File: config.mk
export PLATFORM = sky130hd
export DESIGN_NAME = param_finder
export DESIGN_NICKNAME = d
export VERILOG_FILES = /design/src/rtl/accel_pkg.sv /design/src/rtl/rr_pending_scan.sv /design/src/rtl/param_finder.sv
export SDC_FILE = /design/constraint.sdc
export NUM_CORES = 2
export LEC_CHECK = 0
export ABC_AREA = 0
export ABC_CLOCK_PERIOD_IN_PS = 7800
export CAP_MARGIN = 20
export CORE_MARGIN = 3
export CORE_UTILIZATION = 45
export CTS_CLUSTER_DIAMETER = 30
export DETAILED_ROUTE_END_ITERATION = 12
export DONT_BUFFER_PORTS = 1
export MAX_ROUTING_LAYER = met4
export PLACE_DENSITY_LB_ADDON = 0.25
export SLEW_MARGIN = 30
export SYNTH_ARGS = -nofsm -noshare
export SYNTH_HDL_FRONTEND = slang
export SYNTH_HIERARCHICAL = 1
export SYNTH_SLANG_ARGS = --single-unit
File: constraint.sdc
create_clock -name clk -period 7.8 [get_ports clk]
set_input_delay 1.56 -clock clk [delete_from_list [all_inputs] [get_ports clk]]
set_output_delay 1.56 -clock clk [all_outputs]
set_load 0.05 [all_outputs]
File: src/rtl/accel_pkg.sv
// rtl/accel_pkg.sv - shared control encodings, parameter record layout and scanner states
package accel_pkg;

  // Top-level control FSM encodings
  localparam logic [2:0] CTL_IDLE       = 3'b000;
  localparam logic [2:0] CTL_GET_PARAM  = 3'b001;
  localparam logic [2:0] CTL_LOAD       = 3'b010;
  localparam logic [2:0] CTL_COMPUTE    = 3'b011;
  localparam logic [2:0] CTL_ACCUM      = 3'b100;
  localparam logic [2:0] CTL_STORE      = 3'b101;
  localparam logic [2:0] CTL_WRITE_BACK = 3'b110;
  localparam logic [2:0] CTL_DONE       = 3'b111;

  // Packed iteration record: {z, i, l, k}, k in the low bits
  localparam int PARAM_W = 64;
  localparam int K_OFF   = 0;
  localparam int K_W     = 16;
  localparam int L_OFF   = 16;
  localparam int L_W     = 16;
  localparam int I_OFF   = 32;
  localparam int I_W     = 16;
  localparam int Z_OFF   = 48;
  localparam int Z_W     = 16;

  typedef enum logic [1:0] {
    S_IDLE = 2'd0,
    S_SCAN = 2'd1,
    S_HOLD = 2'd2
  } scan_state_e;

  function automatic logic [PARAM_W-1:0] pack_param(
    input logic [K_W-1:0] k,
    input logic [L_W-1:0] l,
    input logic [I_W-1:0] i,
    input logic [Z_W-1:0] z
  );
    return {z, i, l, k};
  endfunction

endpackage

File: src/rtl/rr_pending_scan.sv
// rtl/rr_pending_scan.sv - rotating priority encoder: first set bit at or after ptr
module rr_pending_scan #(
  parameter int DEPTH = 16,
  parameter int IDX_W = $clog2(DEPTH)
) (
  input  logic [DEPTH-1:0] pending_i,
  input  logic [IDX_W-1:0] ptr_i,
  output logic             hit_o,
  output logic [IDX_W-1:0] hit_idx_o
);

  // Walk from the farthest offset back toward ptr so the nearest set slot wins
  always_comb begin
    hit_o     = 1'b0;
    hit_idx_o = '0;
    for (int k = DEPTH - 1; k >= 0; k--) begin
      if (pending_i[ptr_i + IDX_W'(k)]) begin
        hit_o     = 1'b1;
        hit_idx_o = ptr_i + IDX_W'(k);
      end
    end
  end

endmodule

File: src/rtl/param_finder.sv
// rtl/param_finder.sv - pending parameter table with round-robin finder; PARAM_FINDER_FAST_SCAN_EN selects one-cycle scan
module param_finder #(
  parameter int DEPTH   = 16,
  parameter int IDX_W   = $clog2(DEPTH),
  parameter int PARAM_W = accel_pkg::PARAM_W
) (
  input  logic               clk,
  input  logic               rst,
  input  logic [2:0]         state,
  input  logic               push_valid,
  input  logic [PARAM_W-1:0] push_param,
  output logic               push_ready,
  input  logic               wb_valid,
  input  logic               wb_retire,
  input  logic [PARAM_W-1:0] wb_param,
  output logic               is_find,
  output logic [IDX_W-1:0]   cur_idx,
  output logic [PARAM_W-1:0] cur_param,
  output logic               is_finish
);
  import accel_pkg::*;

  scan_state_e        scan_q, scan_d;
  logic [PARAM_W-1:0] table_q [DEPTH];
  logic [DEPTH-1:0]   pending_q, pending_d;
  logic [IDX_W-1:0]   ptr_q, cur_idx_q;
  logic [PARAM_W-1:0] cur_param_q;
  logic               started_q, started_d;
  logic               is_find_q, is_finish_q;

  logic               scan_hit;
  logic [IDX_W-1:0]   scan_idx, ptr_next;
  logic               free_hit;
  logic [IDX_W-1:0]   free_idx;
  logic               push_fire, wb_fire, in_get;

`ifdef PARAM_FINDER_FAST_SCAN_EN
  rr_pending_scan #(.DEPTH(DEPTH), .IDX_W(IDX_W)) u_scan (
    .pending_i (pending_q),
    .ptr_i     (ptr_q),
    .hit_o     (scan_hit),
    .hit_idx_o (scan_idx)
  );

  // Lowest free slot: same encoder over the free mask, anchored at slot 0
  rr_pending_scan #(.DEPTH(DEPTH), .IDX_W(IDX_W)) u_free (
    .pending_i (~pending_q),
    .ptr_i     ('0),
    .hit_o     (free_hit),
    .hit_idx_o (free_idx)
  );

  assign ptr_next = scan_hit ? scan_idx + IDX_W'(1) : ptr_q;
`else
  assign scan_hit = pending_q[ptr_q];
  assign scan_idx = ptr_q;
  assign ptr_next = ptr_q + IDX_W'(1);
  assign free_hit = ~&pending_q;

  // Lowest-index free slot for an incoming push
  always_comb begin
    free_idx = '0;
    for (int k = DEPTH - 1; k >= 0; k--) begin
      if (!pending_q[k]) free_idx = IDX_W'(k);
    end
  end
`endif

  assign in_get     = (state == CTL_GET_PARAM);
  assign push_ready = free_hit;
  // Free-slot search sees pending before this cycle's retire, so a retiring slot is not reused yet
  assign push_fire  = push_valid && free_hit;
  assign wb_fire    = (scan_q == S_HOLD) && wb_valid;
  assign started_d  = started_q | push_fire;

  // Scanner next state
  always_comb begin
    scan_d = scan_q;
    unique case (scan_q)
      S_IDLE:  if (in_get) scan_d = S_SCAN;
      S_SCAN:  if (!in_get) scan_d = S_IDLE;
               else if (scan_hit) scan_d = S_HOLD;
      S_HOLD:  if (wb_valid) scan_d = S_IDLE;
      default: scan_d = S_IDLE;
    endcase
  end

  // Pending mask after retire and push; they never target the same slot
  always_comb begin
    pending_d = pending_q;
    if (wb_fire && wb_retire) pending_d[cur_idx_q] = 1'b0;
    if (push_fire) pending_d[free_idx] = 1'b1;
  end

  // Scanner state, pointer, captured record and status flags
  always_ff @(posedge clk) begin
    if (rst) begin
      scan_q      <= S_IDLE;
      pending_q   <= '0;
      ptr_q       <= '0;
      started_q   <= 1'b0;
      cur_idx_q   <= '0;
      cur_param_q <= '0;
      is_find_q   <= 1'b0;
      is_finish_q <= 1'b0;
    end else begin
      scan_q      <= scan_d;
      pending_q   <= pending_d;
      started_q   <= started_d;
      is_find_q   <= 1'b0;
      is_finish_q <= is_finish_q | (started_d && (pending_d == '0) && (scan_d != S_HOLD));
      if (scan_q == S_SCAN && in_get) begin
        ptr_q <= ptr_next;
        if (scan_hit) begin
          is_find_q   <= 1'b1;
          cur_idx_q   <= scan_idx;
          cur_param_q <= table_q[scan_idx];
        end
      end
    end
  end

  // Record storage: write-back update of the in-flight slot and push into a free slot
  always_ff @(posedge clk) begin
    if (wb_fire && !wb_retire) table_q[cur_idx_q] <= wb_param;
    if (push_fire) table_q[free_idx] <= push_param;
  end

  assign is_find   = is_find_q;
  assign cur_idx   = cur_idx_q;
  assign cur_param = cur_param_q;
  assign is_finish = is_finish_q;

endmodule
==> metrics.md <==
| Metric | Value |
|---|---|
| Clock skew | `around 0.044 ns` |
| Min Tclk post-route | `between 4 and 5 ns` |
| R2r setup slk | `~3.6 ns` |
| Mux contribution to synthesized area | `about 33%` |
| Total Nets Final | `about 3,500` |
| Iteration-0 DRC Markers | `between 3,000 and 4,000` |
| Total number of vias | `around 32,000` |
| Syn Inst Count | `about 3,400` |
| Postcts setup bufs | `0` |
| Vias in the first global route | `roughly 34,000` |
| Post-Syn Area | `55,200 um2` |
| RSZ-0062 raised after global routing | `no` |
| Die Area | `roughly 130,000 um2` |
| Synth top cells by count | `1,024 x edfxtp_1, 915 x mux2_2, 354 x nand2_1` |
| CP required | `8.26 ns` |
| Layout cells sized above 1 | `about 50%` |
| Largest family of logic cells by synthesized area | `multiplexers` |
| Crit. End Element | `flop` |
| Synthesis-stage register bit count | `around 1,100` |
| Main synth FF type | `edfxtp_1` |
| Max IR drop VDD | `around 0.24 mV` |
| Initial core utilization | `approximately 46%` |
| Core area | `around 120,000 um2` |
| Initial antenna violation count | `0` |
| CP Class | `reg -> reg` |
| Row count | `127` |
| Final hold vios | `0` |
| GRT Total Usage | `25.8%` |
| Hold Startpoint | `started_q` |
| Total power | `~19 mW` |
| Worst slew pin tran | `just over 1 ns` |
| Tcrit/Tclk final | `between 50% and 60%` |
| Post-synthesis simple-gate area fraction | `~3.3%` |
| Routed WL | `about 160,000 um` |
| WL/cell | `slightly above 30 um` |
| Die width | `approximately 360 um` |
| Outcome | `finished clean` |
| Post-route DRC | `0` |
| Clk root buf | `clkbuf_16` |
| Setup tns final | `0 ns` |
| Synth async-reset ratio | `0%` |
| Adder-Cell Fraction of Synth Area | `0.0227%` |
| CP Launch Type | `flop` |
| Hold slack | `0.476 ns` |
| Pre-Repair DR Iteration Count | `5` |
| CTS Buffer Depth | `4` |
| Number of I/O pins | `~210` |
| Reg2reg start | `pending_q[0]` |
| Highest net fanout along the worst path | `44` |
| # H-tree levels | `5` |
| Netlist cell types | `68` |
| CP peak stage delay | `0.86 ns` |
| Fill cells | `roughly 9,300` |
| Area contributors post-synth | `edfxtp_1 56%, mux2_2 19%, mux4_2 13%, dfxtp_1 3.4%, nand2_1 2.4%` |
| Complex-gate fraction of the synthesized area | `about 1.6%` |
| ANT cells | `0` |
| Final GP Congestion | `0.851` |
| Largest net degree at the start of global routing | `129` |
| Hold EP | `started_q` |
| Post-CTS Hold Fix Bufs | `0` |
| Resize count post-CTS | `0` |
| Worst Reg-to-Reg Cells | `7` |
| Antenna Nets Post-Route | `0` |
| Global-route wire length before repair | `~230,000 um` |
| Relative slew slack | `about a third` |
| Post-DP HPWL | `between 80,000 and 90,000 um` |
| DP Area | `56,600 um2` |
| WP data arrival | `4.66 ns` |
| RR Endpoint | `table_q[7][50]` |
| Critical path cell sequence | `nand2_1, a311o_1, o21bai_2, nand3_1, or2_4, o21ai_4, buf_4` |
| Hold path cells | `2` |
| Share of the synthesized area in the top cell type | `a little under three fifths` |
| Reg clk slew, reported paths | `around 0.040 ns` |
| Setup violators final | `0` |
| Post-synth EDFFs | `~1,000` |
| Hold crit path type | `reg -> reg` |
| Sequential area share after synthesis | `59.1%` |
| GR Overflow Total | `0` |
| Syn avg cell area | `about 16 um2` |
| Synth Area in XOR/XNOR | `less than 1%` |
| Max_cap viols | `0` |
| Die Ht | `roughly 360 um` |
| Vias/cell | `between 6 and 7` |
| Final core occ | `a little over half` |
| Syn_nets | `3,491` |
| Final instance area | `66,100 um2` |
| P_leak | `21.9 nW` |
| Total CTS buffers | `283` |
| Port bufs | `0` |
| Area Overhead vs Synth | `19.8%` |
| Syn. warnings | `6` |
| CTS tree | `done` |
| Final Slew Violations | `0` |
| F_max | `between 0.2 and 0.25 GHz` |
| Yosys top cell by area | `edfxtp_1` |
| Most frequent cell after synthesis | `edfxtp_1` |
| Sink Count | `approximately 1,100` |
| Worst-skew pair later-pin latency | `0.87 ns` |
| Slowest-stage cell, CP | `buf_4` |
| Power Density | `285 nW/um2` |
layout by cell type, fill, tap and decap left out, types with 4 or more instances in the layout:
| cell type | n |
|---|---|
| bufinv_16 | 44 |
| clkinv_2 | 41 |
| mux2_1 | 8 |
| nor2_1 | 22 |
| clkinv_4 | 11 |
| clkinv_1 | 29 |
| mux2_4 | 38 |
| clkbuf_1 | 33 |
| buf_4 | 53 |
| edfxtp_1 | 1024 |
| buf_16 | 5 |
| clkbuf_8 | 9 |
| mux2_2 | 915 |
| inv_6 | 6 |
| clkbuf_16 | 291 |
| clkinvlp_4 | 25 |
| dfxtp_4 | 4 |
| dfxtp_1 | 89 |
| nand4_1 | 6 |
| inv_1 | 5 |
| buf_6 | 6 |
| nand2_1 | 352 |
| nand3_1 | 5 |
| o21ai_4 | 14 |
| or3_1 | 4 |
| mux4_2 | 322 |
| mux2i_1 | 5 |
| o21ai_0 | 14 |
| a21oi_1 | 88 |
| nand2b_1 | 6 |
cell type report:
type | instances | area (um2) | share of cell area [%]
Tap cell | 1612 | 2020 | 3.05
Multi-Input combinational cell | 1875 | 21300 | 32.2
Clock inverter | 156 | 1970 | 2.98
Clock buffer | 333 | 7530 | 11.4
Timing Repair Buffer | 69 | 693 | 1.05
Inverter | 5 | 18.8 | 0.0284
Sequential cell | 1117 | 32600 | 49.3
state kept, by name (all words and copies together), names as in the netlist, 2 cells and up:
signal / count
ptr_q: 4
table_q: 1024
pending_q: 16
cur_param: 64
cur_idx: 4
scan_q: 2
critical path, delay by kind of cell (launching register included):
family          cells  cell delay (ns)
simple gates        3             0.98
buf+inv             1             0.86
flops               1             0.68
compound gates      3             1.19
per-stage QoR:
stage                     setup slack [ns]  std cells
after floorplan                      0.582       3354
after global placement                2.85       4669
after detailed placement              3.11       4676
after CTS                             3.60       5165
after global routing                  3.46       5167
final                                 3.60       5167
worst max-delay path by stage:
stage / end / startpoint / cells past startpoint / slack (ns)
CTS: cur_param[0] / ptr_q[0] / 6 / 3.60
finish: table_q[7][50] / pending_q[0] / 7 / 3.60
floorplan: table_q[12][0] / wb_retire / 4 / 0.58
detailed placement: table_q[8][47] / push_valid / 6 / 3.11
global placement: table_q[8][55] / push_valid / 6 / 2.85
global route: cur_param[0] / ptr_q[0] / 6 / 3.46
power breakdown:
part	internal [mW]	total (mW)	switching (mW)	leakage, nW
Sequential	6.61	6.63	0.0185	10.0
Combinational	0.294	0.507	0.214	7.28
Clock	8.25	11.7	3.44	4.59
Total	15.2	18.8	3.67	21.9
layer usage:
metal | global-route usage (%) | vias to the layer above | wire length [um]
met3 | 6.96 | 272 | 14200
met4 | 7.69 | 0 | 3690
met5 | - | - | 0
met1 | 33.0 | 17100 | 63600
li1 | - | 13300 | -
met2 | 40.4 | 1420 | 76500
cells by family (layout without fill, tap and decap cells):
group / count (synthesis) / after routing
fa+ha+maj: 1 / 1
simple gates: 435 / 435
mux: 1288 / 1288
xor+xnor: 3 / 3
buf+inv: 362 / 563
flops: 1117 / 1117
compound gates: 148 / 148
Note: power is estimated with default switching activity, not from simulation.
